--- config.mk ---
export PLATFORM = sky130hd
export DESIGN_NAME = ins_cache_ctrl
export DESIGN_NICKNAME = d
export VERILOG_FILES = /design/src/rtl/ins_cache_pkg.sv /design/src/rtl/ins_cache_ram.sv /design/src/rtl/ins_cache_ctrl.sv
export SDC_FILE = /design/constraint.sdc
export NUM_CORES = 2
export LEC_CHECK = 0
export ABC_AREA = 1
export BUFFER_PORTS_ARGS = -buffer_cell sky130_fd_sc_hd__buf_4
export CAP_MARGIN = 15
export CORE_MARGIN = 3
export CORE_UTILIZATION = 30
export CTS_CLUSTER_DIAMETER = 100
export DETAILED_ROUTE_END_ITERATION = 10
export PLACE_DENSITY_LB_ADDON = 0.3
export SETUP_SLACK_MARGIN = 0.4
export SLEW_MARGIN = 15
export SYNTH_ARGS = -nofsm -noshare
export SYNTH_HDL_FRONTEND = slang
export SYNTH_SLANG_ARGS = --single-unit
--- constraint.sdc ---
create_clock -name clk -period 17.4 [get_ports clk]
set_clock_uncertainty 0.05 [all_clocks]
set_input_delay 0.87 -clock clk [delete_from_list [all_inputs] [get_ports clk]]
set_output_delay 0.87 -clock clk [all_outputs]
set_load 0.01 [all_outputs]
--- src/rtl/ins_cache_pkg.sv ---
// ins_cache_pkg: state codes shared by the instruction cache
// and the program counter that polls it.
package ins_cache_pkg;

   typedef enum logic [3:0] {
      IDLE     = 4'd0,
      LOAD_INS = 4'd1,
      LOAD_END = 4'd2,
      SENT_INS = 4'd3,
      MISS     = 4'd4
   } ic_state_e;

   // The program counter waits for this code before fetching.
   localparam logic [3:0] ST_SENT_INS = 4'd3;

endpackage

--- src/rtl/ins_cache_ram.sv ---
// ins_cache_ram: single-port block store with a registered,
// enable-held read port.
module ins_cache_ram #(
   parameter int DEPTH = 64,
   parameter int WIDTH = 32,
   parameter int AW    = 6
) (
   input  logic             clk,
   input  logic             rst,
   input  logic             we_i,
   input  logic             re_i,
   input  logic [AW-1:0]    addr_i,
   input  logic [WIDTH-1:0] wdata_i,
   output logic [WIDTH-1:0] rdata_o
);

   logic [WIDTH-1:0] mem_q [DEPTH];
   logic [WIDTH-1:0] rdata_q;

   always_ff @(posedge clk) begin
      if (we_i) mem_q[addr_i] <= wdata_i;
   end

   always_ff @(posedge clk or negedge rst) begin
      if (!rst) rdata_q <= '0;
      else if (re_i && !we_i) rdata_q <= mem_q[addr_i];
   end

   assign rdata_o = rdata_q;

endmodule

--- src/rtl/ins_cache_ctrl.sv ---
// ins_cache_ctrl: one-block instruction cache filled from DDR
// on demand, serving the program counter fetch port.
module ins_cache_ctrl
   import ins_cache_pkg::*;
#(
   parameter int ADDR_WIDTH_MEM  = 16,
   parameter int ISA_DEPTH       = 64,
   parameter int TOTAL_ISA_DEPTH = 128,
   parameter int DDR_ADDR_WIDTH  = 28,
   parameter int ISA_WIDTH       = 32,
   parameter int ISA_BASE_DDR    = 0
) (
   input  logic                      clk,
   input  logic                      rst,
   input  logic [ADDR_WIDTH_MEM-1:0] addr_ins,
   output logic [ISA_WIDTH-1:0]      instruction,
   output logic                      ins_cache_rdy,
   output logic [3:0]                st_cur_ins_cache,
   output logic [9:0]                load_times,
   output logic                      ddr_rd_en,
   output logic [DDR_ADDR_WIDTH-1:0] ddr_addr,
   input  logic                      ddr_data_valid,
   input  logic [ISA_WIDTH-1:0]      ddr_data
);

   localparam int LOG2 = $clog2(ISA_DEPTH);
   localparam int FW   = LOG2 + 1;
   localparam int WW   = ADDR_WIDTH_MEM + 10;

   ic_state_e                 state_q;
   logic [ADDR_WIDTH_MEM-1:0] block_base_q;
   logic [FW-1:0]             fill_cnt_q;
   logic [9:0]                load_times_q;
   logic                      rd_en_q;
   logic                      rdy_q;
   logic [DDR_ADDR_WIDTH-1:0] ddr_addr_q;
   logic [DDR_ADDR_WIDTH-1:0] ddr_addr_d;

   logic [WW-1:0]   addr_w;
   logic [WW-1:0]   win_hi;
   logic [WW-1:0]   win_lo;
   logic [WW-1:0]   fill_pos;
   logic            in_range;
   logic            hit;
   logic            fill_done;
   logic            ram_we;
   logic            ram_re;
   logic [LOG2-1:0] ram_addr;

   assign addr_w    = WW'(addr_ins);
   assign win_hi    = WW'(load_times_q) << LOG2;
   assign win_lo    = win_hi - WW'(ISA_DEPTH);
   assign in_range  = addr_w < WW'(TOTAL_ISA_DEPTH);
   assign hit       = in_range && (addr_w >= win_lo)
                      && (addr_w < win_hi);
   assign fill_pos  = WW'(block_base_q) + WW'(fill_cnt_q);
   // A short last block stops at the end of the program.
   assign fill_done = (fill_cnt_q == FW'(ISA_DEPTH))
                      || (fill_pos >= WW'(TOTAL_ISA_DEPTH));
   assign ddr_addr_d = DDR_ADDR_WIDTH'(ISA_BASE_DDR)
                       + DDR_ADDR_WIDTH'({fill_pos, 3'b000});

   assign ram_we   = (state_q == LOAD_INS) && rd_en_q
                     && ddr_data_valid && !fill_done;
   assign ram_re   = (state_q == SENT_INS) && hit;
   assign ram_addr = ram_we ? fill_cnt_q[LOG2-1:0]
                            : addr_ins[LOG2-1:0];

   always_ff @(posedge clk or negedge rst) begin
      if (!rst) begin
         state_q      <= IDLE;
         block_base_q <= '0;
         fill_cnt_q   <= '0;
         load_times_q <= '0;
         rd_en_q      <= 1'b0;
         rdy_q        <= 1'b0;
         ddr_addr_q   <= '0;
      end else begin
         rdy_q <= 1'b0;
         case (state_q)
            IDLE: begin
               block_base_q <= '0;
               fill_cnt_q   <= '0;
               state_q      <= LOAD_INS;
            end
            LOAD_INS: begin
               if (fill_done) begin
                  rd_en_q <= 1'b0;
                  state_q <= LOAD_END;
               end else if (rd_en_q) begin
                  if (ddr_data_valid) begin
                     rd_en_q    <= 1'b0;
                     fill_cnt_q <= fill_cnt_q + FW'(1);
                  end
               end else begin
                  rd_en_q    <= 1'b1;
                  ddr_addr_q <= ddr_addr_d;
               end
            end
            LOAD_END: begin
               load_times_q <= 10'(block_base_q >> LOG2) + 10'd1;
               state_q      <= SENT_INS;
            end
            SENT_INS: begin
               if (hit) rdy_q <= 1'b1;
               else if (in_range) state_q <= MISS;
            end
            MISS: begin
               block_base_q <= addr_ins
                               & ~ADDR_WIDTH_MEM'(ISA_DEPTH - 1);
               fill_cnt_q   <= '0;
               state_q      <= LOAD_INS;
            end
            default: state_q <= IDLE;
         endcase
      end
   end

   ins_cache_ram #(
      .DEPTH (ISA_DEPTH),
      .WIDTH (ISA_WIDTH),
      .AW    (LOG2)
   ) u_ram (
      .clk     (clk),
      .rst     (rst),
      .we_i    (ram_we),
      .re_i    (ram_re),
      .addr_i  (ram_addr),
      .wdata_i (ddr_data),
      .rdata_o (instruction)
   );

   assign ins_cache_rdy    = rdy_q;
   assign st_cur_ins_cache = state_q;
   assign load_times       = load_times_q;
   assign ddr_rd_en        = rd_en_q;
   assign ddr_addr         = ddr_addr_q;

endmodule
==> key figures <==
Status
  • Run status: finished, final reports clean

Clocking
  • Clock slew at reported path FFs: 0.06 ns
  • PostCTS Resize Cnt: 0
  • Clk sinks: 2,129
  • Clock Path Buffers: 4
  • CTS root buf: clkbuf_16
  • Post-CTS Repair Setup Buffers: 0
  • Worst skew pair latency: 0.94 ns
  • CTS Hold Buffers Added: 0
  • Max H-tree Level: 4
  • CTS tree: built
  • CTS Buf Count: 228

Timing
  • Setup total negative slack: 0 ns
  • Final setup margin: 10.76 ns
  • Final setup violation count: 0
  • Worst Tran Pin Value: 1.17 ns
  • Final Critical Period: 6.64 ns
  • Final worst path period share: 38.2%
  • Rel. slew slack: 21.3%
  • Final hold viol count: 0
  • Max Slew Vio Count: 0
  • FMAX: 0.151 GHz
  • RSZ-0062 raised after global routing: false

Power
  • Cell Pwr Density: 123 nW/um^2
  • Overall power: 12.9 mW
  • Worst vdd ir: 0.0000922 V
  • Static leakage: 43.4 nW

Worst setup path
  • Worst R2R Setup Slack: 10.76 ns
  • CP Launch Type: register
  • Worst endpoint required time: 18.17 ns
  • CP max FO: 107
  • Kind of critical path: reg2reg
  • Reg-to-Reg Start: block_base_q[6]
  • Cells on worst reg2reg path: 23
  • Crit path DAT: 7.41 ns
  • Kind of capture point of the worst setup path: register
  • Setup crit start: block_base_q[6]
  • Reg-to-reg endpoint: u_ram.rdata_o[17]

Route
  • Vias per std cell: 4.59
  • Via count: 59,400
  • Detailed-route wire length: 275 mm
  • Initial drt markers: 5,864
  • Drt drc: 0
  • Drt first pass iters: 6
  • Antenna viol nets, final: 0
  • Wirelength per Cell: 21.3 um

Yosys
  • Post-Syn Area per Cell: 10.7 um^2
  • #FFs+latches synth: 2,129
  • Post-synth ARST share: 3.80%
  • Synth Cell Area: 91,700 um^2
  • Syn Inst Count: 8,575
  • Top post-synthesis cells by count: 2,466 x nand2_1, 2,048 x edfxtp_1, 1,758 x inv_1
  • Leading area contributor after synthesis: edfxtp_1
  • Distinct cell type count after synthesis: 38
  • Synth area leaders: edfxtp_1 67%, nand2_1 10%, inv_1 7.2%
  • Synth Warn #: 0
  • Number of flops mapped to enable cells by yosys: 2,048
  • Sequential-to-total area share from yosys stat: 69.3%
  • Ys flop type: edfxtp_1
  • Count leader, synth: nand2_1
  • Yosys top cell area share: 67.0%

Cells and area
  • Final core utilization: 34.4%
  • Syn-to-layout area delta: 13.9%
  • Fin cells: 12,900
  • Share of layout cells above drive strength 1: 8.41%
  • Final nets: 8,742

Floorplanning
  • Placeable Area: 304,000 um^2
  • # IOs: 127
  • Initial cell density of the core: 30.2%
  • Total die area: 312,000 um^2
  • Chip height: 559 um
  • Die width: 559 um
  • Rows: 202

Global routing
  • Largest net degree at the start of global routing: 202
  • First-pass GRT wire length: 398 mm
  • Vias in the first global route: 56,700
  • Total congestion overflow: 0
  • Antenna violations before repair: 16
  • Overall Global Routing Usage: 17.1%

Place
  • Dpl cells: 12,500
  • # port buffers: 114
  • Post-DP HPWL: 155 mm
  • Pre-CTS setup slack: 10.73 ns
  • Gp weighted congestion: 0.831

Flow run
  • Max Cap Violations: 0

Hold path
  • Hold Crit Class: in2async
-- logic make-up (layout without fill, tap and decap cells) --
family	count (synthesis)	count (layout)	synth area share, %
xor+xnor	17	17	0.162
compound gates	603	603	4.48
fa+ha+maj	27	27	0.368
simple gates	3631	3631	16.1
other cells	1	16	0.00409
flops	2129	2129	69.3
buf+inv	2166	2434	9.58
mux	1	1	0.0123
-- worst max path at each step --
stage | slack, ns | endpoint | cells after the start
global placement | 10.74 | u_ram.rdata_o[17] | 23
finish | 10.76 | u_ram.rdata_o[17] | 23
detailed placement | 10.73 | u_ram.rdata_o[17] | 17
floorplan | 11.33 | u_ram.mem_q[32][0] | 18
global route | 10.28 | u_ram.rdata_o[17] | 17
CTS | 10.83 | u_ram.rdata_o[17] | 23
-- power breakdown --
group	leakage [nW]	switching, mW	internal (mW)	total, mW
Combinational	20.3	1.86	0.562	2.42
Sequential	19.5	0.0204	5.66	5.68
Clock	3.55	2.05	2.74	4.79
Total	43.4	3.93	8.96	12.9
-- cell usage in the layout, fill, tap and decap left out, types with 4 or more instances in the layout --
master / netlist / layout
nor2_1: 349 / 284
inv_1: 1758 / 1758
nand3_1: 742 / 742
bufinv_16: 0 / 20
clkinv_2: 0 / 40
clkinv_1: 2 / 63
inv_2: 11 / 11
nand2_1: 2466 / 2465
buf_4: 23 / 235
nor2_4: 4 / 69
o21ai_1: 155 / 155
a21oi_1: 13 / 12
or2_2: 33 / 33
nand2_2: 6 / 5
o211ai_2: 50 / 50
nor3_4: 1 / 4
clkbuf_16: 0 / 231
o21ai_0: 106 / 106
o211ai_1: 272 / 272
clkinvlp_4: 0 / 8
ha_1: 27 / 27
buf_12: 0 / 8
diode_2: 0 / 4
nand4_1: 6 / 6
conb_1: 1 / 12
nor3_1: 12 / 11
xor2_1: 16 / 16
dfrtp_1: 81 / 81
clkinv_8: 0 / 5
edfxtp_1: 2048 / 2048
clkbuf_1: 63 / 44
-- area by class of cell --
cell class | instances | area, um^2
Antenna cell | 4 | 10.0
Inverter | 1771 | 6650
Clock inverter | 142 | 1290
Timing Repair Buffer | 243 | 1920
Clock buffer | 278 | 5990
Fill cell | 30000 | 199000
Tap cell | 4080 | 5100
Multi-Input combinational cell | 4291 | 20000
Sequential cell | 2129 | 63500
-- metrics by stage --
step           hold slack, ns  area, um^2
3_3_place_gp            0.400       97200
4_1_cts                0.0392      104000
2_1_floorplan           0.435       91800
3_5_place_dp            0.403       97200
5_1_grt                0.0675      104000
6_report               0.0581      104000
-- registers in the layout, indices dropped and copies added (netlist names) --
register / count
st_cur_ins_cache: 3
load_times: 10
ins_cache_rdy: 1
ddr_addr: 17
ddr_rd_en: 1
u_ram.rdata_o: 32
block_base_q: 10
fill_cnt_q: 7
u_ram.mem_q: 2048
-- worst max-delay path, cell delays in order, from the launching register on --
cell	delay [ns]
dfrtp_1	0.43
ha_1	0.24
ha_1	0.19
nand3_1	0.13
inv_1	0.08
nand2_1	0.06
nand2_1	0.05
nand2_1	0.05
nand3_1	0.12
nor2_4	0.23
nand3_1	0.24
nand2_8	0.60
buf_4	0.76
buf_4	0.82
buf_4	0.92
nand2_1	0.10
o211ai_1	0.15
nand2_1	0.16
nor2_1	0.14
nand2_1	0.06
nand3_1	0.45
nand3_1	0.25
nand2_1	0.12
inv_1	0.05
-- layer usage --
layer | track usage, % | vias up | part of all wire [%]
met3 | 2.09 | 362 | 6.1
met1 | 23.2 | 29200 | 43
li1 | - | 27900 | -
met2 | 28.6 | 1956 | 48
met4 | 5.39 | 2 | 3.2
met5 | 0 | - | 0.0025
No activity file was read; power rests on OpenSTA's default activity.
